[src/rtl/rsa_uart_responder_if.sv]
// Avalon-MM slave bus bundle for the RS232 UART register model.
// The master modport is the wrapper side and the slave modport is the responder side.
interface rsa_uart_responder_if;
    logic [4:0]  avs_address;
    logic        avs_read;
    logic        avs_write;
    logic [31:0] avs_writedata;
    logic [31:0] avs_readdata;
    logic        avs_waitrequest;

    modport master (
        output avs_address, avs_read, avs_write, avs_writedata,
        input  avs_readdata, avs_waitrequest
    );

    modport slave (
        input  avs_address, avs_read, avs_write, avs_writedata,
        output avs_readdata, avs_waitrequest
    );
endinterface

[src/rtl/rsa_uart_responder.sv]
// Avalon-MM model of the RS232 UART register map.
// An RX FIFO is fed by host bytes, and a TX FIFO is drained by a byte stream.
module rsa_uart_responder #(
    parameter int unsigned FIFO_DEPTH  = 4,
    parameter int unsigned WAIT_CYCLES = 1
) (
    input  logic                       avm_clk,
    input  logic                       avm_rst,
    rsa_uart_responder_if.slave        avs,
    input  logic [7:0]                 rx_data,
    input  logic                       rx_valid,
    output logic                       rx_ready,
    output logic [7:0]                 tx_data,
    output logic                       tx_valid,
    input  logic                       tx_ready
);
    localparam int unsigned PW = $clog2(FIFO_DEPTH);
    localparam int unsigned CW = PW + 1;
    localparam logic [2:0] W_RX     = 3'd0;
    localparam logic [2:0] W_TX     = 3'd1;
    localparam logic [2:0] W_STATUS = 3'd2;

    typedef enum logic [1:0] {S_IDLE, S_WAIT, S_ACK} state_e;

    state_e          state_q, state_d;
    logic [3:0]      wait_cnt_q, wait_cnt_d;
    logic [31:0]     readdata_q, readdata_d;
    logic            waitreq_q, waitreq_d;
    logic            pop_rx_q, pop_rx_d;
    logic            set_rue_q, set_rue_d;
    logic            push_tx_q, push_tx_d;
    logic            clr_q, clr_d;
    logic [7:0]      tx_byte_q, tx_byte_d;
    logic            toe_q, toe_d;
    logic            rue_q, rue_d;

    logic [7:0]      rx_mem_q [FIFO_DEPTH];
    logic [7:0]      rx_mem_d [FIFO_DEPTH];
    logic [PW-1:0]   rx_wr_q, rx_wr_d, rx_rd_q, rx_rd_d;
    logic [CW-1:0]   rx_cnt_q, rx_cnt_d;
    logic [7:0]      tx_mem_q [FIFO_DEPTH];
    logic [7:0]      tx_mem_d [FIFO_DEPTH];
    logic [PW-1:0]   tx_wr_q, tx_wr_d, tx_rd_q, tx_rd_d;
    logic [CW-1:0]   tx_cnt_q, tx_cnt_d;

    logic            rx_full, tx_full, rx_empty;
    logic            rx_push, rx_pop, tx_push, tx_pop;
    logic            req, start_ack;
    logic [2:0]      word;
    logic [31:0]     status;
    logic            unused_bits;

    assign unused_bits = ^{avs.avs_writedata[31:8], avs.avs_address[1:0]};

    assign rx_full  = (rx_cnt_q == CW'(FIFO_DEPTH));
    assign rx_empty = (rx_cnt_q == '0);
    assign tx_full  = (tx_cnt_q == CW'(FIFO_DEPTH));
    assign rx_ready = !rx_full;
    assign tx_valid = (tx_cnt_q != '0);
    assign tx_data  = tx_mem_q[tx_rd_q];
    assign word     = avs.avs_address[4:2];
    assign req      = avs.avs_read | avs.avs_write;

    assign avs.avs_readdata    = readdata_q;
    assign avs.avs_waitrequest = waitreq_q;

    always_comb begin
        state_d    = state_q;
        wait_cnt_d = wait_cnt_q;
        readdata_d = readdata_q;
        pop_rx_d   = pop_rx_q;
        set_rue_d  = set_rue_q;
        push_tx_d  = push_tx_q;
        clr_d      = clr_q;
        tx_byte_d  = tx_byte_q;
        toe_d      = toe_q;
        rue_d      = rue_q;
        rx_mem_d   = rx_mem_q;
        rx_wr_d    = rx_wr_q;
        rx_rd_d    = rx_rd_q;
        rx_cnt_d   = rx_cnt_q;
        tx_mem_d   = tx_mem_q;
        tx_wr_d    = tx_wr_q;
        tx_rd_d    = tx_rd_q;
        tx_cnt_d   = tx_cnt_q;
        start_ack  = 1'b0;
        rx_pop     = 1'b0;
        tx_push    = 1'b0;
        status     = {24'b0, !rx_empty, !tx_full, 2'b00, toe_q, rue_q, 2'b00};

        case (state_q)
            S_IDLE: begin
                if (req) begin
                    if (WAIT_CYCLES == 0) begin
                        start_ack = 1'b1;
                    end else begin
                        state_d    = S_WAIT;
                        wait_cnt_d = 4'(WAIT_CYCLES);
                    end
                end
            end
            S_WAIT: begin
                if (!req) begin
                    state_d = S_IDLE;
                end else if (wait_cnt_q <= 4'd1) begin
                    start_ack = 1'b1;
                end else begin
                    wait_cnt_d = wait_cnt_q - 4'd1;
                end
            end
            S_ACK: begin
                state_d = S_IDLE;
                // Actions were decided on entry; they commit here so that the
                // readdata snapshot and the side effect always agree.
                rx_pop  = pop_rx_q;
                tx_push = push_tx_q && !tx_full;
                if (push_tx_q && tx_full) toe_d = 1'b1;
                if (set_rue_q) rue_d = 1'b1;
                if (clr_q) begin
                    toe_d = 1'b0;
                    rue_d = 1'b0;
                end
            end
            default: state_d = S_IDLE;
        endcase

        if (start_ack) begin
            state_d    = S_ACK;
            readdata_d = '0;
            pop_rx_d   = 1'b0;
            set_rue_d  = 1'b0;
            push_tx_d  = 1'b0;
            clr_d      = 1'b0;
            tx_byte_d  = avs.avs_writedata[7:0];
            if (avs.avs_read) begin
                case (word)
                    W_RX: begin
                        if (!rx_empty) begin
                            readdata_d = {24'b0, rx_mem_q[rx_rd_q]};
                            pop_rx_d   = 1'b1;
                        end else begin
                            set_rue_d  = 1'b1;
                        end
                    end
                    W_STATUS: readdata_d = status;
                    default:  readdata_d = '0;
                endcase
            end else begin
                case (word)
                    W_TX:     push_tx_d = 1'b1;
                    W_STATUS: clr_d     = 1'b1;
                    default:  ;
                endcase
            end
        end

        waitreq_d = (state_d != S_ACK);

        // Push uses the registered count, so a full FIFO never accepts in a pop cycle.
        rx_push = rx_valid && !rx_full;
        if (rx_push) begin
            rx_mem_d[rx_wr_q] = rx_data;
            rx_wr_d           = rx_wr_q + PW'(1);
        end
        if (rx_pop) rx_rd_d = rx_rd_q + PW'(1);
        rx_cnt_d = rx_cnt_q + CW'(rx_push) - CW'(rx_pop);

        tx_pop = tx_valid && tx_ready;
        if (tx_push) begin
            tx_mem_d[tx_wr_q] = tx_byte_q;
            tx_wr_d           = tx_wr_q + PW'(1);
        end
        if (tx_pop) tx_rd_d = tx_rd_q + PW'(1);
        tx_cnt_d = tx_cnt_q + CW'(tx_push) - CW'(tx_pop);
    end

    always_ff @(posedge avm_clk) begin
        rx_mem_q <= rx_mem_d;
        tx_mem_q <= tx_mem_d;
        if (avm_rst) begin
            state_q    <= S_IDLE;
            wait_cnt_q <= '0;
            readdata_q <= '0;
            waitreq_q  <= 1'b1;
            pop_rx_q   <= 1'b0;
            set_rue_q  <= 1'b0;
            push_tx_q  <= 1'b0;
            clr_q      <= 1'b0;
            tx_byte_q  <= '0;
            toe_q      <= 1'b0;
            rue_q      <= 1'b0;
            rx_wr_q    <= '0;
            rx_rd_q    <= '0;
            rx_cnt_q   <= '0;
            tx_wr_q    <= '0;
            tx_rd_q    <= '0;
            tx_cnt_q   <= '0;
        end else begin
            state_q    <= state_d;
            wait_cnt_q <= wait_cnt_d;
            readdata_q <= readdata_d;
            waitreq_q  <= waitreq_d;
            pop_rx_q   <= pop_rx_d;
            set_rue_q  <= set_rue_d;
            push_tx_q  <= push_tx_d;
            clr_q      <= clr_d;
            tx_byte_q  <= tx_byte_d;
            toe_q      <= toe_d;
            rue_q      <= rue_d;
            rx_wr_q    <= rx_wr_d;
            rx_rd_q    <= rx_rd_d;
            rx_cnt_q   <= rx_cnt_d;
            tx_wr_q    <= tx_wr_d;
            tx_rd_q    <= tx_rd_d;
            tx_cnt_q   <= tx_cnt_d;
        end
    end
endmodule

[src/flat_wrapper.sv]
// flat-port wrapper written by rule: the top's interface ports become plain ports
module rsa_uart_responder_flat 
#(
    parameter int unsigned FIFO_DEPTH  = 4,
    parameter int unsigned WAIT_CYCLES = 1
)
  (avm_clk, avm_rst, rx_data, rx_valid, rx_ready, tx_data, tx_valid, tx_ready, avs_avs_address, avs_avs_read, avs_avs_write, avs_avs_writedata, avs_avs_readdata, avs_avs_waitrequest);
  rsa_uart_responder_if avs_i ();
  input  logic avm_clk;
  input  logic avm_rst;
  input  logic [7:0] rx_data;
  input  logic rx_valid;
  output logic rx_ready;
  output logic [7:0] tx_data;
  output logic tx_valid;
  input  logic tx_ready;
  input wire logic [$bits(avs_i.avs_address)-1:0] avs_avs_address;
  input wire logic [$bits(avs_i.avs_read)-1:0] avs_avs_read;
  input wire logic [$bits(avs_i.avs_write)-1:0] avs_avs_write;
  input wire logic [$bits(avs_i.avs_writedata)-1:0] avs_avs_writedata;
  output wire logic [$bits(avs_i.avs_readdata)-1:0] avs_avs_readdata;
  output wire logic [$bits(avs_i.avs_waitrequest)-1:0] avs_avs_waitrequest;
  assign avs_i.avs_address = avs_avs_address;
  assign avs_i.avs_read = avs_avs_read;
  assign avs_i.avs_write = avs_avs_write;
  assign avs_i.avs_writedata = avs_avs_writedata;
  assign avs_avs_readdata = avs_i.avs_readdata;
  assign avs_avs_waitrequest = avs_i.avs_waitrequest;
  rsa_uart_responder #(.FIFO_DEPTH(FIFO_DEPTH), .WAIT_CYCLES(WAIT_CYCLES)) u_core (.avm_clk(avm_clk), .avm_rst(avm_rst), .avs(avs_i), .rx_data(rx_data), .rx_valid(rx_valid), .rx_ready(rx_ready), .tx_data(tx_data), .tx_valid(tx_valid), .tx_ready(tx_ready));
endmodule
[config.mk]
export PLATFORM = sky130hd
export DESIGN_NAME = rsa_uart_responder_flat
export DESIGN_NICKNAME = d
export VERILOG_FILES = /design/src/rtl/rsa_uart_responder_if.sv /design/src/rtl/rsa_uart_responder.sv /design/src/flat_wrapper.sv
export SDC_FILE = /design/constraint.sdc
export NUM_CORES = 1
export LEC_CHECK = 0
export CAP_MARGIN = 20
export CORE_ASPECT_RATIO = 1.5
export CORE_MARGIN = 1
export CORE_UTILIZATION = 45
export DETAILED_ROUTE_END_ITERATION = 12
export GPL_TIMING_DRIVEN = 1
export PLACE_DENSITY = 0.75
export SLEW_MARGIN = 20
export SYNTH_ARGS = -nofsm -noshare
export SYNTH_HDL_FRONTEND = slang
export SYNTH_SLANG_ARGS = --single-unit
[constraint.sdc]
create_clock -name avm_clk -period 2.2 [get_ports avm_clk]
set_input_delay 0.33 -clock avm_clk [delete_from_list [all_inputs] [get_ports avm_clk]]
set_output_delay 0.33 -clock avm_clk [all_outputs]
set_load 0.01 [all_outputs]
# Yosys cells after proc, flatten, opt, wreduce, memory -nomap -nowiden
# Cells that the tools add are included.
dict set report totals {
  reg_bits 131
  latch_bits 0
  mem_bits_rw 0
  mem_bits_ro 0
  in_bits 51
  output_inout_bits 43
  elab_cells 117
  memories 0
}
dict set report classes {
  add_sub_neg 9
  mul 0
  n_div 0
  order_cmp 7
  n_eq_ne 10
  n_shift 0
  mux 42
  bitwise_logic 5
  n_reduce_logical 19
}
# op count
set ops {}
lappend ops {{$bwmux 32} 2}
lappend ops {{$mux 8} 7}
lappend ops {{$bmux 8 s2} 2}
lappend ops {{$demux 8 s2} 2}
lappend ops {{$mux 32} 1}
lappend ops {{$mux 1} 19}
lappend ops {{$pmux 8 s2} 1}
lappend ops {{$ge 3x3->1 const B} 4}
lappend ops {{$mux 4} 3}
lappend ops {{$not 2->3} 4}
lappend ops {{$add 2x1->2 const B} 4}
lappend ops {{$pmux 4 s2} 1}
lappend ops {{$add 3x1->3} 2}
lappend ops {{$eq 3x3->1 const B} 2}
lappend ops {{$logic_and 1x1->1} 6}
lappend ops {{$logic_not 3->1} 2}
lappend ops {{$lt 3x1->1 const B} 2}
lappend ops {{$mux 2} 3}
lappend ops {{$reduce_bool 2->1} 3}
lappend ops {{$sub 3x1->3} 2}
lappend ops {{$le 4x1->1 const B} 1}
lappend ops {{$ne 2x1->1 const B} 2}
lappend ops {{$ne 2x2->1 const B} 2}
lappend ops {{$pmux 2 s2} 1}
lappend ops {{11 further kinds} 14}

# Depth between registers and ports, before layout
dict set report depth {
  word_depth 7
  mapped_depth 10
  ltp_nobuf 10
}

# Worst setup path before layout
# OpenSTA, ideal clock, no wires.
dict set report synth_path {
  kind {reg2reg}
  startpoint {reg u_core.wait_cnt_q[2]}
  endpoint {reg u_core.readdata_q[7], in the netlist u_core.avs.avs_readdata[7]}
  setup_time_ps 69
  t_arrival_ps 2049
  setup_slack_ps 82
  path_stages_with_launch 6
  synth_period_minus_slack_ps 2118
  path_cell_list {dfxtp_1 -> or4b_1 -> buf_2 -> or4b_4 -> or4_1 -> o21ai_1}
}
dict set report synth_between {
  elab_chain_len 4
}
# item line_no
set synth_lines {}
lappend synth_lines {{from (decl)} rsa_uart_responder.sv:26} ;# logic [3:0] wait_cnt_q, wait_cnt_d;
lappend synth_lines {{from (signal assigned)} rsa_uart_responder.sv:200} ;# wait_cnt_q <= wait_cnt_d;
lappend synth_lines {{$le 4x1->1} rsa_uart_responder.sv:105} ;# end else if (wait_cnt_q <= 4'd1) begin
lappend synth_lines {{$mux 1} rsa_uart_responder.sv:105}
lappend synth_lines {{$mux 1} rsa_uart_responder.sv:103} ;# if (!req) begin
lappend synth_lines {{$mux 1} rsa_uart_responder.sv:91} ;# case (state_q)
lappend synth_lines {{to (signal assigned)} rsa_uart_responder.sv:201} ;# readdata_q <= readdata_d;
lappend synth_lines {{to (decl)} rsa_uart_responder.sv:27} ;# logic [31:0] readdata_q, readdata_d;
# Every way passes these cells.
# A chain may end at the register's enable or synchronous reset.

# Final worst setup path
dict set report layout_path {
  startpoint {reg u_core.tx_rd_q[1]}
  endpoint {out tx_data[0]}
}
dict set report layout_between {
  elab_chain_len 4
}
# item line_no
set layout_lines {}
lappend layout_lines {{from (decl)} rsa_uart_responder.sv:43} ;# logic [PW-1:0] tx_wr_q, tx_wr_d, tx_rd_q, tx_rd_d;
lappend layout_lines {{from (signal assigned)} rsa_uart_responder.sv:214} ;# tx_rd_q <= tx_rd_d;
lappend layout_lines {{$not 2->3 (implied by the code)} rsa_uart_responder.sv:60} ;# assign tx_data = tx_mem_q[tx_rd_q];
lappend layout_lines {{$bmux 8 s2} rsa_uart_responder.sv:60}
lappend layout_lines {{$mux 8 (implied by the code) (2 in series)} rsa_uart_responder.sv:60}
lappend layout_lines {{to (decl)} flat_wrapper.sv:14} ;# output logic [7:0] tx_data;
# Every way passes these cells. The select of a mux whose other input is x is not followed.

==> metrics.txt <==
Nets=459; Post-synth ARST share=0%; Hold Buf Count CTS=0; final slew viol count=0; Synth top cells by count=edfxtp_1, dfxtp_1, nand2_1, nor2_1, buf_4; worst endpoint required time=1.87 ns; Netlist cell types=44; Core Area=roughly 0.0096 mm²; register area share after synthesis=a little over three fifths; H-tree levels=3; clk slew on worst S/H paths=0.06 ns; Die X=about 83 µm; synth warn=0; antenna viol nets, final=0; VDD IR-drop max=about 0.65 mV; met2 usage=29.82%; Area contributors post-synth=edfxtp_1, dfxtp_1, mux4_2; worst hold path class=register to register; number of diodes=0; power density cells=963.7 mW/mm²; worst slew pin tran=0.5047 ns; layout cells sized above 1=~14%; final wirelength=7.888 mm; DR iter-0 viols=122; status=completed; post-place instance area=0.005016 mm²; grt ovf=0; Synth top area share=43.11%; Final period util=96.66%; clk buf depth=2; met1 usage in global routing=approximately 17%; full die area=0.01032 mm²; DRC=0; global-route wire length before repair=about 12 mm; CP Data Arrival Time=1.80 ns; WS Path Type=register to output port; Crit Path Max Fanout=9; I/O pin total=94; Tot GR Track Use=between 10% and 20%; average wire per standard cell=15.41 µm; Startpoint Class=register; Achievable Freq=0.4702 GHz; number of buffers added on ports=43; vias per inst=5.072; filler cell count=786; minimum clock period=2.127 ns; vias in the first global route=2,556; number of synthesized flops with an enable pin=64; starting density of the core=46.27%; Syn Inst Count=332; clock tree from TritonCTS=done; DR vias=between 2,000 and 3,000; Max-Cap Viols=0; Placer Congestion=0.7711; clock insertion delay at the later pin of the skew report=between 0.3 and 0.4 ns; first drt pass iteration count=4; final core utilization=55.92%; met3 GRT Util=3.976%; Yosys reg bits=around 110; Post-DP HPWL=5.578 mm; Die H=123.9 µm; post-synthesis average cell area=between 10 and 15 µm²; Most Used Layer, Global Route=met2; Crit. End Element=output port; Finish-stage setup viols=0; clk sink count=107; area added between synthesis and finish=20.85%; RSZ-0062 raised after global routing=false; post-route cell area=approximately 0.0054 mm²; Main synth FF type=edfxtp_1; largest area contributor in the netlist=edfxtp_1; Final Hold Fails=0; top-count cell post-synth=edfxtp_1; synthesized cell area=0.004458 mm²; Slew Limit Headroom=66.09%; largest net degree at the start of global routing=42; Row Count=44; Pleak=1.964 nW; initial antenna violation count=0; Root Buffer=clkbuf_16; Num CTS Buffers=9; clk_skew=0.007225 ns
==> critical path, stage by stage, from the launching register on <==
cell	delay (ns)
dfxtp_1	0.59
mux4_2	0.37
clkdlybuf4s50_1	0.49
==> final timing paths <==
| check | from | endpoint | slack [ns] | cells after the start |
|---|---|---|---|---|
| setup / recovery | u_core.tx_rd_q[1]$_SDFFE_PP0P_ | tx_data[0] | 0.07 | 2 |
| setup reg to reg | u_core.wait_cnt_q[2]$_SDFFE_PP0P_ | u_core.avs.avs_readdata[7]$_SDFFE_PP0P_ | 0.09 | 4 |
| hold / removal | u_core.set_rue_q$_SDFFE_PP0P_ | u_core.set_rue_q$_SDFFE_PP0P_ | 0.45 | 2 |
| hold reg to reg | u_core.set_rue_q$_SDFFE_PP0P_ | u_core.set_rue_q$_SDFFE_PP0P_ | 0.45 | 2 |
==> metal layers <==
metal  share of wire, %  up-vias  wire (µm)
met1                 39     1251       3073
li1                   -     1258          -
met4                2.6        0        207
met2                 54       72       4267
met5                  0        -          0
met3                4.3       16        340
==> through the flow <==
stage | cells | worst slack, ns | total power [mW] | TNS (ns) | hold WS (ns)
after CTS | 508 | 0.001285 | 5.146 | 0 | 0.4562
after global routing | 512 | 0.001109 | 5.439 | 0 | 0.4896
after floorplan | 355 | 0.08212 | 3.113 | 0 | 0.4289
after global placement | 492 | -0.04350 | 3.448 | -0.04350 | 0.4457
after detailed placement | 492 | -0.1514 | 3.502 | -0.1514 | 0.4477
final | 512 | 0.07343 | 5.192 | 0 | 0.4533
==> report_power, final <==
| part | internal, mW | switching (mW) | total, mW | leakage, nW |
|---|---|---|---|---|
| Combinational | 0.623 | 0.502 | 1.13 | 0.880 |
| Sequential | 2.29 | 0.122 | 2.42 | 0.938 |
| Clock | 0.995 | 0.656 | 1.65 | 0.145 |
| Total | 3.91 | 1.28 | 5.19 | 1.96 |
==> sequential cells by signal, indices dropped and copies added, names as in the netlist, 2 cells and up <==
register                 count
u_core.rx_mem_q             32
u_core.tx_mem_q             32
u_core.avs.avs_readdata      8
u_core.tx_byte_q             8
u_core.wait_cnt_q            4
u_core.rx_cnt_q              3
u_core.tx_cnt_q              3
u_core.rx_rd_q               2
u_core.rx_wr_q               2
u_core.state_q               2
u_core.tx_rd_q               2
u_core.tx_wr_q               2
==> cells by family after synthesis <==
| kind of cell | Yosys count | synth area share [%] |
|---|---|---|
| and+or+nand+nor | 89 | 9.908 |
| adders and majority gates | 16 | 4.827 |
| muxes | 18 | 8.532 |
| xor gates and xnor gates | 12 | 2.358 |
| other | 1 | 0.08412 |
| buffers and inverters | 54 | 6.595 |
| AOI/OAI and AO/OA | 35 | 5.277 |
| DFF | 107 | 62.42 |
==> layout by cell type, fill, tap and decap left out, types with 5 or more instances in the layout <==
cell and count:
xor2_1 5, conb_1 24, and2_1 10, dlymetal6s2s_1 5
nor2_1 26, inv_1 15, clkdlybuf4s50_1 38, clkbuf_16 9
edfxtp_1 64, dfxtp_1 41, mux4_2 16, nand2_1 27
xnor2_1 6, ha_1 14, a21oi_1 14, buf_4 21
==> cell type report <==
type | count | area [µm²] | share of cell area, %
sequential | 107 | 2785 | 51.70
tap | 115 | 143.9 | 2.671
clock inverter | 3 | 63.81 | 1.184
inverter | 15 | 56.30 | 1.045
timing repair buffer | 65 | 615.6 | 11.43
clock buffer | 13 | 240.2 | 4.459
multi-input combinational | 194 | 1483 | 27.52
==> repair_timing <==
item	4_1_cts	5_1_grt
hold endpoints to repair	0	0
pin swaps	0	1
endpoints found under the setup margin	8	11
setup buffers	0	4
gates resized for setup	1	11
No activity file was read; power rests on OpenSTA's default activity.
